File: config.mk
export PLATFORM = sky130hd
export DESIGN_NAME = ex_muldiv
export DESIGN_NICKNAME = d
export VERILOG_FILES = /design/src/rtl/ex_muldiv_pkg.sv /design/src/rtl/ex_muldiv_md_step.sv /design/src/rtl/ex_muldiv.sv
export SDC_FILE = /design/constraint.sdc
export NUM_CORES = 1
export LEC_CHECK = 0
export BUFFER_PORTS_ARGS = -buffer_cell sky130_fd_sc_hd__buf_2
export CAP_MARGIN = 25
export CORE_UTILIZATION = 31
export DETAILED_ROUTE_END_ITERATION = 7
export PLACE_DENSITY = 0.43
export SLEW_MARGIN = 20
export SYNTH_ARGS = -nofsm -noshare
export SYNTH_HDL_FRONTEND = slang
export SYNTH_SLANG_ARGS = --single-unit
File: constraint.sdc
create_clock -name clk -period 9.8 [get_ports clk]
set_input_delay 0.98 -clock clk [delete_from_list [all_inputs] [get_ports clk]]
set_output_delay 0.98 -clock clk [all_outputs]
set_load 0.02 [all_outputs]
File: src/rtl/ex_muldiv_pkg.sv
// Shared encodings for the iterative RV32M multiply/divide unit:
// funct3 codes, instruction IDs, FSM states and the latched control bundle.
package ex_muldiv_pkg;

    localparam logic [2:0] MD_MUL    = 3'd0;
    localparam logic [2:0] MD_MULH   = 3'd1;
    localparam logic [2:0] MD_MULHSU = 3'd2;
    localparam logic [2:0] MD_MULHU  = 3'd3;
    localparam logic [2:0] MD_DIV    = 3'd4;
    localparam logic [2:0] MD_DIVU   = 3'd5;
    localparam logic [2:0] MD_REM    = 3'd6;
    localparam logic [2:0] MD_REMU   = 3'd7;

    typedef enum logic [2:0] {
        ID_MUL    = MD_MUL,
        ID_MULH   = MD_MULH,
        ID_MULHSU = MD_MULHSU,
        ID_MULHU  = MD_MULHU,
        ID_DIV    = MD_DIV,
        ID_DIVU   = MD_DIVU,
        ID_REM    = MD_REM,
        ID_REMU   = MD_REMU
    } md_id_e;

    typedef enum logic [1:0] {
        ST_IDLE  = 2'd0,
        ST_CALC  = 2'd1,
        ST_FIXUP = 2'd2,
        ST_DONE  = 2'd3
    } md_state_e;

    typedef struct packed {
        md_id_e     id;
        logic [4:0] rd;
        logic       neg_a;
        logic       neg_b;
    } md_ctl_t;

    // Bit 2 of funct3 separates the divide group from the multiply group.
    function automatic logic is_div(input md_id_e id);
        return id[2];
    endfunction

    function automatic logic rs1_signed(input md_id_e id);
        return id == ID_MULH || id == ID_MULHSU ||
               id == ID_DIV || id == ID_REM;
    endfunction

    function automatic logic rs2_signed(input md_id_e id);
        return id == ID_MULH || id == ID_DIV || id == ID_REM;
    endfunction

endpackage

File: src/rtl/ex_muldiv_md_step.sv
// One combinational radix-2 step on the {acc,q} register pair.
// Ports: div (mode: 0 shift-add multiply, 1 restoring divide),
//   b (multiplicand/divisor magnitude), acc_i/q_i in, acc_o/q_o out.
module md_step #(
    parameter int XLEN = 32
) (
    input  logic            div,
    input  logic [XLEN-1:0] b,
    input  logic [XLEN-1:0] acc_i,
    input  logic [XLEN-1:0] q_i,
    output logic [XLEN-1:0] acc_o,
    output logic [XLEN-1:0] q_o
);

    logic [XLEN:0] sum;
    logic [XLEN:0] rem;
    logic [XLEN:0] diff;

    always_comb begin
        // Multiply: add b when the LSB of the multiplier is set,
        // then shift {carry,acc,q} right by one.
        sum  = {1'b0, acc_i} + {1'b0, b & {XLEN{q_i[0]}}};
        // Divide: shift {acc,q} left, trial-subtract b. The partial
        // remainder is always < b, so bit XLEN of diff is the borrow.
        rem  = {acc_i, q_i[XLEN-1]};
        diff = rem - {1'b0, b};
        if (div) begin
            if (!diff[XLEN]) begin
                acc_o = diff[XLEN-1:0];
                q_o   = {q_i[XLEN-2:0], 1'b1};
            end else begin
                acc_o = rem[XLEN-1:0];
                q_o   = {q_i[XLEN-2:0], 1'b0};
            end
        end else begin
            acc_o = sum[XLEN:1];
            q_o   = {sum[0], q_i[XLEN-1:1]};
        end
    end

endmodule

File: src/rtl/ex_muldiv.sv
// Iterative RV32M multiply/divide unit beside the Execute stage.
// Ports: clk, rst_n (async, active low), flush; in_vld/in_rdy with
//   in_op (funct3), in_rd, in_x_rs1, in_x_rs2; out_vld/out_rdy with
//   out_rd, out_x_rd; busy is high whenever the unit is not idle.
module ex_muldiv
    import ex_muldiv_pkg::*;
#(
    parameter int XLEN   = 32,
    parameter int UNROLL = 1
) (
    input  logic            clk,
    input  logic            rst_n,
    input  logic            flush,
    input  logic            in_vld,
    output logic            in_rdy,
    input  logic [2:0]      in_op,
    input  logic [4:0]      in_rd,
    input  logic [XLEN-1:0] in_x_rs1,
    input  logic [XLEN-1:0] in_x_rs2,
    output logic            out_vld,
    input  logic            out_rdy,
    output logic [4:0]      out_rd,
    output logic [XLEN-1:0] out_x_rd,
    output logic            busy
);

    localparam int STEPS = XLEN / UNROLL;
    localparam int CNT_W = $clog2(STEPS);
    localparam logic [CNT_W-1:0] CNT_INIT = CNT_W'(STEPS - 1);
    localparam logic [XLEN-1:0] INT_MIN = {1'b1, {(XLEN-1){1'b0}}};

    md_state_e        state_q;
    md_state_e        state_n;
    logic [CNT_W-1:0] cnt_q;
    md_ctl_t          ctl_q;
    logic [XLEN-1:0]  b_q;
    logic [XLEN-1:0]  acc_q;
    logic [XLEN-1:0]  q_q;
    logic             out_vld_q;
    logic [4:0]       out_rd_q;
    logic [XLEN-1:0]  out_x_q;

    md_id_e          id_in;
    logic            sgn_a;
    logic            sgn_b;
    logic [XLEN-1:0] mag_a;
    logic [XLEN-1:0] mag_b;
    logic            div_zero;
    logic            div_ovf;
    logic            special;
    logic            accept;

    assign in_rdy   = (state_q == ST_IDLE);
    assign busy     = (state_q != ST_IDLE);
    assign accept   = in_vld && in_rdy && !flush;
    assign out_vld  = out_vld_q;
    assign out_rd   = out_rd_q;
    assign out_x_rd = out_x_q;

    always_comb begin
        id_in    = md_id_e'(in_op);
        sgn_a    = rs1_signed(id_in) && in_x_rs1[XLEN-1];
        sgn_b    = rs2_signed(id_in) && in_x_rs2[XLEN-1];
        mag_a    = sgn_a ? -in_x_rs1 : in_x_rs1;
        mag_b    = sgn_b ? -in_x_rs2 : in_x_rs2;
        div_zero = is_div(id_in) && (in_x_rs2 == '0);
        div_ovf  = (id_in == ID_DIV || id_in == ID_REM) &&
                   (in_x_rs1 == INT_MIN) && (in_x_rs2 == '1);
        special  = div_zero || div_ovf;
    end

    logic [XLEN-1:0] acc_c [UNROLL+1];
    logic [XLEN-1:0] q_c   [UNROLL+1];

    assign acc_c[0] = acc_q;
    assign q_c[0]   = q_q;

    for (genvar i = 0; i < UNROLL; i++) begin : g_step
        md_step #(
            .XLEN (XLEN)
        ) u_step (
            .div   (is_div(ctl_q.id)),
            .b     (b_q),
            .acc_i (acc_c[i]),
            .q_i   (q_c[i]),
            .acc_o (acc_c[i+1]),
            .q_o   (q_c[i+1])
        );
    end

    logic              flip;
    logic [2*XLEN-1:0] prod;
    logic [XLEN-1:0]   quo;
    logic [XLEN-1:0]   rem;
    logic [XLEN-1:0]   res;

    // After CALC: mul leaves the product in {acc,q};
    // div leaves quotient in q and remainder in acc.
    always_comb begin
        flip = ctl_q.neg_a ^ ctl_q.neg_b;
        prod = flip ? -{acc_q, q_q} : {acc_q, q_q};
        quo  = flip ? -q_q : q_q;
        rem  = ctl_q.neg_a ? -acc_q : acc_q;
        res  = '0;
        unique case (1'b1)
            !ctl_q.id[2] && ctl_q.id == ID_MUL:
                res = prod[XLEN-1:0];
            !ctl_q.id[2] && ctl_q.id != ID_MUL:
                res = prod[2*XLEN-1:XLEN];
            ctl_q.id[2] && !ctl_q.id[1]:
                res = quo;
            ctl_q.id[2] && ctl_q.id[1]:
                res = rem;
            default:
                res = '0;
        endcase
    end

    always_comb begin
        state_n = state_q;
        case (state_q)
            ST_IDLE:  if (accept) state_n = special ? ST_FIXUP : ST_CALC;
            ST_CALC:  if (cnt_q == '0) state_n = ST_FIXUP;
            ST_FIXUP: state_n = ST_DONE;
            ST_DONE:  if (out_rdy) state_n = ST_IDLE;
            default:  state_n = ST_IDLE;
        endcase
        if (flush) state_n = ST_IDLE;
    end

    always_ff @(posedge clk or negedge rst_n) begin
        if (!rst_n) begin
            state_q   <= ST_IDLE;
            cnt_q     <= '0;
            ctl_q     <= '0;
            b_q       <= '0;
            acc_q     <= '0;
            q_q       <= '0;
            out_vld_q <= 1'b0;
            out_rd_q  <= '0;
            out_x_q   <= '0;
        end else begin
            state_q   <= state_n;
            out_vld_q <= (state_n == ST_DONE);
            case (state_q)
                ST_IDLE: begin
                    if (accept) begin
                        // Special divides are resolved here: results are
                        // preloaded raw and sign correction is disabled.
                        ctl_q.id    <= id_in;
                        ctl_q.rd    <= in_rd;
                        ctl_q.neg_a <= sgn_a && !special;
                        ctl_q.neg_b <= sgn_b && !special;
                        b_q         <= mag_b;
                        cnt_q       <= CNT_INIT;
                        if (special) begin
                            acc_q <= div_zero ? in_x_rs1 : '0;
                            q_q   <= div_zero ? '1 : in_x_rs1;
                        end else begin
                            acc_q <= '0;
                            q_q   <= mag_a;
                        end
                    end
                end
                ST_CALC: begin
                    acc_q <= acc_c[UNROLL];
                    q_q   <= q_c[UNROLL];
                    cnt_q <= cnt_q - CNT_W'(1);
                end
                ST_FIXUP: begin
                    out_x_q  <= res;
                    out_rd_q <= ctl_q.rd;
                end
                default: ;
            endcase
        end
    end

endmodule

# Word level (Yosys, flattened, before mapping)
# Cells that the tools add are included.
# word_totals
register_bits	151
input_bits	77
out_inout_bits	40
word_cells	92
# op_classes
add_sub_neg	8
eq_ne	11
muxes	26
bitwise_logic	2
n_reduce_logical	33
# ops
op	count
32-bit 2-to-1 mux	13
32-bit negator	4
32-bit case mux with 2 select lines	2
32-bit case mux with 4 select lines	1
32-bit equality test, second input constant	2
64-bit 2-to-1 mux	1
64-bit negator	1
32-bit by 32-bit adder with 33-bit output	1
33-bit by 32-bit subtractor with 33-bit output	1
32-bit AND	1
32-bit zero test	1
1-bit logical AND	13
2-bit 2-to-1 mux	5
5-bit case mux with 2 select lines	1
2-bit case mux with 4 select lines	1
1-bit logical OR	7
2-bit equality test, second input constant	3
3-bit equality test, second input constant	2
5-bit zero test	1
5-bit 2-to-1 mux	1
5-bit by 1-bit subtractor with 5-bit output, second input constant	1
1-bit zero test	4
2-bit AND reduction	2
2-bit nonzero test	2
9 further kinds	9

# Logic depth before layout (Yosys ltp)
# depth
word_depth	10
depth_mapped	15
mapped_depth_nobuf	13

# Modules after synthesis
# Synthesis repeated with hierarchy kept, for this count alone.
# unflattened
cells_unflattened	1961
area_unflattened_um2	15095.7
# modules_own_cells
mod	instances	cells_each	area_each_um2	seq_area_each_um2
ex_muldiv	1	1298	10505.1	3778.6
md_step	1	663	4590.7	0.0

# Worst setup path after synthesis
# OpenSTA, ideal clock, no wires.
# synth_path
kind	register -> register
start	register q_q[0]
end	register acc_q[26]
setup_time_ns	0.134
t_arrival_ns	3.183
required_time_ns	9.666
slack_ns	6.483
stages_incl_launch_ff	15
n_path_buf	1
synth_period_minus_slack_ns	3.317
path_cell_list	dfrtp_1 -> inv_1 -> clkbuf_1 -> nor2_1 -> ha_1 -> nand4_1 -> nor4_1 -> o41ai_2 -> a41oi_1 -> a21oi_2 -> o21ai_1 -> a21boi_1 -> xnor2_1 -> a222oi_1 -> o21ai_1
# synth_between
elab_chain_len	4
# synth_lines
element	line_no	text
from (decl)	ex_muldiv.sv:38	logic [XLEN-1:0] q_q;
from (signal assigned)	ex_muldiv.sv:158	q_q <= div_zero ? '1 : in_x_rs1;
from (signal assigned)	ex_muldiv.sv:161	q_q <= mag_a;
from (signal assigned)	ex_muldiv.sv:167	q_q <= q_c[UNROLL];
32-bit AND	ex_muldiv_md_step.sv:22	sum = {1'b0, acc_i} + {1'b0, b & {XLEN{q_i[0]}}};
32-bit by 32-bit adder with 33-bit output	ex_muldiv_md_step.sv:22	
32-bit 2-to-1 mux	ex_muldiv_md_step.sv:27	if (div) begin
32-bit case mux with 2 select lines	ex_muldiv.sv:145	case (state_q)
to (signal assigned)	ex_muldiv.sv:157	acc_q <= div_zero ? in_x_rs1 : '0;
to (signal assigned)	ex_muldiv.sv:166	acc_q <= acc_c[UNROLL];
to (decl)	ex_muldiv.sv:37	logic [XLEN-1:0] acc_q;
# No other way between the ends.
# A chain may end at the register's enable or synchronous reset.

# Worst setup path after layout
# layout_path
start	register q_q[0]
end	register acc_q[25]
# The elaborated chain is that of the path after synthesis.

==> summary by stage <==
Outcome
The run finished with clean final reports.

Synthesis
Summing every instance area after synthesis gives 0.0141 mm². Dividing the synthesized area by the synthesized cell count gives 7.70 µm². After synthesis the netlist holds a flip-flop and latch count of 151. Summing the sequential cell areas from Yosys gives 26.8% of the chip area. In the synthesized netlist the async set-or-reset flop fraction comes to 100%. The predominant post-synthesis flop cell is dfrtp_1. The number of nets in the synthesized netlist is 1982. Synthesis instantiated 84 different standard cells from the library.

For this run, the number of Yosys warnings is 0. The synthesized instance count is 1833. The number of enable flip-flop cells after synthesis is 0.

Cells and area
The post-route standard cell area excluding fillers is 0.0158 mm². The post-layout utilization of the core is 35.5%. The number of filler instances in the final layout is 4797. The total number of nets in the final design is 2023. The share of post-route cells with drive strength above 1 is 11.5%. The final antenna diode count is 0.

The area overhead of the layout relative to synthesis is 11.9%.

Detailed routing
Using the TritonRoute via totals, the vias-per-cell ratio works out to 5.40. The number of optimization iterations in the first detailed-route pass is 6. The post-route DRC violation count is 0. The final routed wire length divided by cell count is 20.2 µm.

The final antenna-violating net count is 0. Wires add up to 50.1 mm. The vias after detailed routing is 13400.

The detailed router finished its first iteration with 832 violations.

Critical path
The family with the most delay on the worst path is compound AO/OA/AOI/OAI gates. The reg2reg setup slack is 5.70 ns. STA classifies the critical path endpoint as a register. The origin of the critical flop-to-flop path is q_q[0]. Counting both buffers and inverters, the worst setup path holds a total of 2.

Walking the worst path, the cells encountered are inv_1 -> buf_4 -> nor2_1 -> fa_1 -> a211oi_1 -> nor2_1 -> o211ai_1 -> a21oi_1 -> o21ai_0 -> o21ai_1 -> a41oi_1 -> xnor2_1 -> a222oi_1 -> o21ai_1. The number of cell instances on the worst register-to-register path is 14. In this run the worst path has a maximum fanout of 33. The largest single stage delay on the critical path is 0.61 ns. The worst setup path is of the reg2reg kind. The critical register-to-register path endpoint is acc_q[25].

Data on the critical path is required at its endpoint by 10.14 ns. The startpoint type of the worst setup path is a register. At the worst endpoint, the arrival time is 4.44 ns. Among all stages on the critical path, the largest delay is contributed by o21ai_0.

Global routing
The number of global-route vias before repair is 13200. The wire length of the first global-routing pass is 78.3 mm. Entering global routing, the biggest net connects 96 pins.

The initial antenna violation count is 1. For this run, the total global-route usage over all layers was measured as 21.7%. For this run the aggregate overflow at the end of global routing stands at 0.

STA
The total count of max-transition violations in the final report is 0. The largest clock skew in the final design is 0.0102 ns. Summed over all failing endpoints, the final setup total negative slack is 0 ns. Across all hold checks on the routed design, the worst slack comes to 0.467 ns. The number of failing hold endpoints at the final stage was 0. The highest clock frequency the design can meet is 0.244 GHz. The post-route clock period utilization is 41.8%. Setup repair after global routing left no endpoint under its margin.

The headroom to the max-slew limit is 31.9%. For the finished layout, the period the worst path requires is 4.10 ns. At the pin with the least slew margin, the transition time is 1.02 ns.

The final setup violation count is 0.

Hold path
The worst hold-check path type is reg2reg. The startpoint of the tightest hold check path is ctl_q[2]. The path with the worst hold slack has its endpoint at out_rd[0]. Along the worst hold path, the cell count comes to 2.

Power
The overall power after layout is 4.03 mW. The peak ir drop on the vdd network is 0.102 mV. The total power divided by cell area is 255 mW/mm². For this design the static power due to leakage is 6.69 nW.

Floorplanning
The number of top-level pins is 117. The initial utilization of the core area, before any placement, comes to 31.7%. The die covers 0.0464 mm². The initialized floorplan defines 77 standard-cell rows.

The vertical extent of the die is 215 µm. The overall die width is 215 µm. The floorplan step defined a core boundary enclosing 0.0445 mm².

Clocking
The number of H-tree branching levels is 4. Hold repair after CTS inserted 0 buffers. TritonCTS built the clock tree. Buffers inserted during clock tree synthesis total 17. The clock passes through at most 2 buffers. The TritonCTS sink count is 151. The clock latency reported for the late side of the worst-skew pair is 0.46 ns. Buffers added to address setup during post-CTS repair amount to 0. The number of gates given a new drive strength after cts is 0. After clock tree synthesis, the clock-pin slew on the worst setup and hold paths is 0.07 ns. The tree is rooted in a clkbuf_16.

Place
Routability-driven placement finished with a final weighted congestion of 0.879. The count of buffers added on input and output ports is 116. The instance area at placement is 0.0152 mm². The half-perimeter wire length of the detailed placement result is 38.4 mm.

Job
The max capacitance violation total is 0.
-- synthesized netlist by cell type, types with 22 or more instances --
| cell type | n | area (µm²) |
|---|---|---|
| xor2_1 | 92 | 806 |
| nand3_1 | 24 | 120 |
| ha_1 | 70 | 876 |
| nor3_1 | 33 | 165 |
| o21ai_1 | 33 | 165 |
| o22ai_1 | 31 | 194 |
| clkbuf_1 | 100 | 375 |
| mux2i_1 | 35 | 350 |
| inv_1 | 68 | 255 |
| a21oi_1 | 154 | 771 |
| o21ai_0 | 168 | 841 |
| nand2_1 | 223 | 837 |
| o211ai_1 | 32 | 240 |
| nor2_1 | 163 | 612 |
| o31ai_1 | 29 | 218 |
| a21o_1 | 22 | 165 |
| xnor2_1 | 109 | 955 |
| dfrtp_1 | 151 | 3780 |
-- per-stage QoR --
step / setup WS [ns] / std cells
final: 5.70 / 2479
after global routing: 5.35 / 2479
after CTS: 5.72 / 2478
after detailed placement: 5.46 / 2446
after global placement: 5.49 / 2446
after floorplan: 6.48 / 1833
-- area by class of cell --
class | count | area, µm² | area share (%)
Multi-Input combinational cell | 1495 | 9640 | 61.1
Inverter | 68 | 255 | 1.62
Sequential cell | 151 | 3780 | 23.9
Clock inverter | 14 | 153 | 0.967
Timing Repair Buffer | 141 | 787 | 4.99
Clock buffer | 18 | 429 | 2.72
Tap cell | 592 | 741 | 4.69
-- registers in the layout (all words and copies together) (netlist names) --
register,flops
acc_q,32
q_q,32
ctl_q,10
state_q,2
b_q,32
out_vld,1
out_x_rd,32
cnt_q,5
out_rd,5
-- cell families after synthesis --
group | Yosys count | share of synthesized area [%]
buffers and inverters | 187 | 5.30
muxes | 38 | 2.72
and+or+nand+nor | 568 | 18.9
DFF | 151 | 26.8
AOI/OAI and AO/OA | 616 | 27.3
xor gates and xnor gates | 201 | 12.5
adders and majority gates | 72 | 6.49
-- worst max-delay path by stage --
| stage | start | end | slack, ns | depth (start not counted) |
|---|---|---|---|---|
| 3_5_place_dp | in_x_rs2[10] | acc_q[31] | 5.46 | 12 |
| 5_1_grt | q_q[0] | acc_q[25] | 5.35 | 14 |
| 2_1_floorplan | q_q[0] | acc_q[26] | 6.48 | 14 |
| 6_report | q_q[0] | acc_q[25] | 5.70 | 14 |
| 4_1_cts | q_q[0] | acc_q[25] | 5.72 | 14 |
| 3_3_place_gp | in_x_rs2[10] | acc_q[31] | 5.49 | 12 |
-- layout by cell type, fill, tap and decap left out, types with 14 or more instances in the layout --
cell type,instances
a21o_1,22
a21oi_1,154
a222oi_1,18
a31oi_1,15
buf_2,115
buf_4,24
clkbuf_16,17
dfrtp_1,150
ha_1,70
inv_1,68
mux2i_1,35
nand2_1,222
nand2b_1,14
nand3_1,24
nand4_1,14
nor2_1,161
nor3_1,33
o211ai_1,32
o21ai_0,168
o21ai_1,33
o22ai_1,31
o31ai_1,29
xnor2_1,108
xor2_1,91
-- routing by layer --
| metal | wire (µm) | track usage [%] | part of all wire (%) |
|---|---|---|---|
| met1 | 24600 | 30.3 | 49 |
| met2 | 23200 | 35.8 | 46 |
| met3 | 1580 | 2.22 | 3.2 |
| met4 | 707 | 5.46 | 1.4 |
| met5 | 0 | 0 | 0 |
-- worst min-delay path: stages, from the launching register on --
cell	delay, ns
dfrtp_1	0.34
nand2_1	0.05
nand2_1	0.05
-- report_power, final --
part           switching, mW  internal (mW)
sequential             0.290          0.742
clock                  0.309          0.377
combinational           1.39          0.917
No activity file was read; power rests on OpenSTA's default activity.
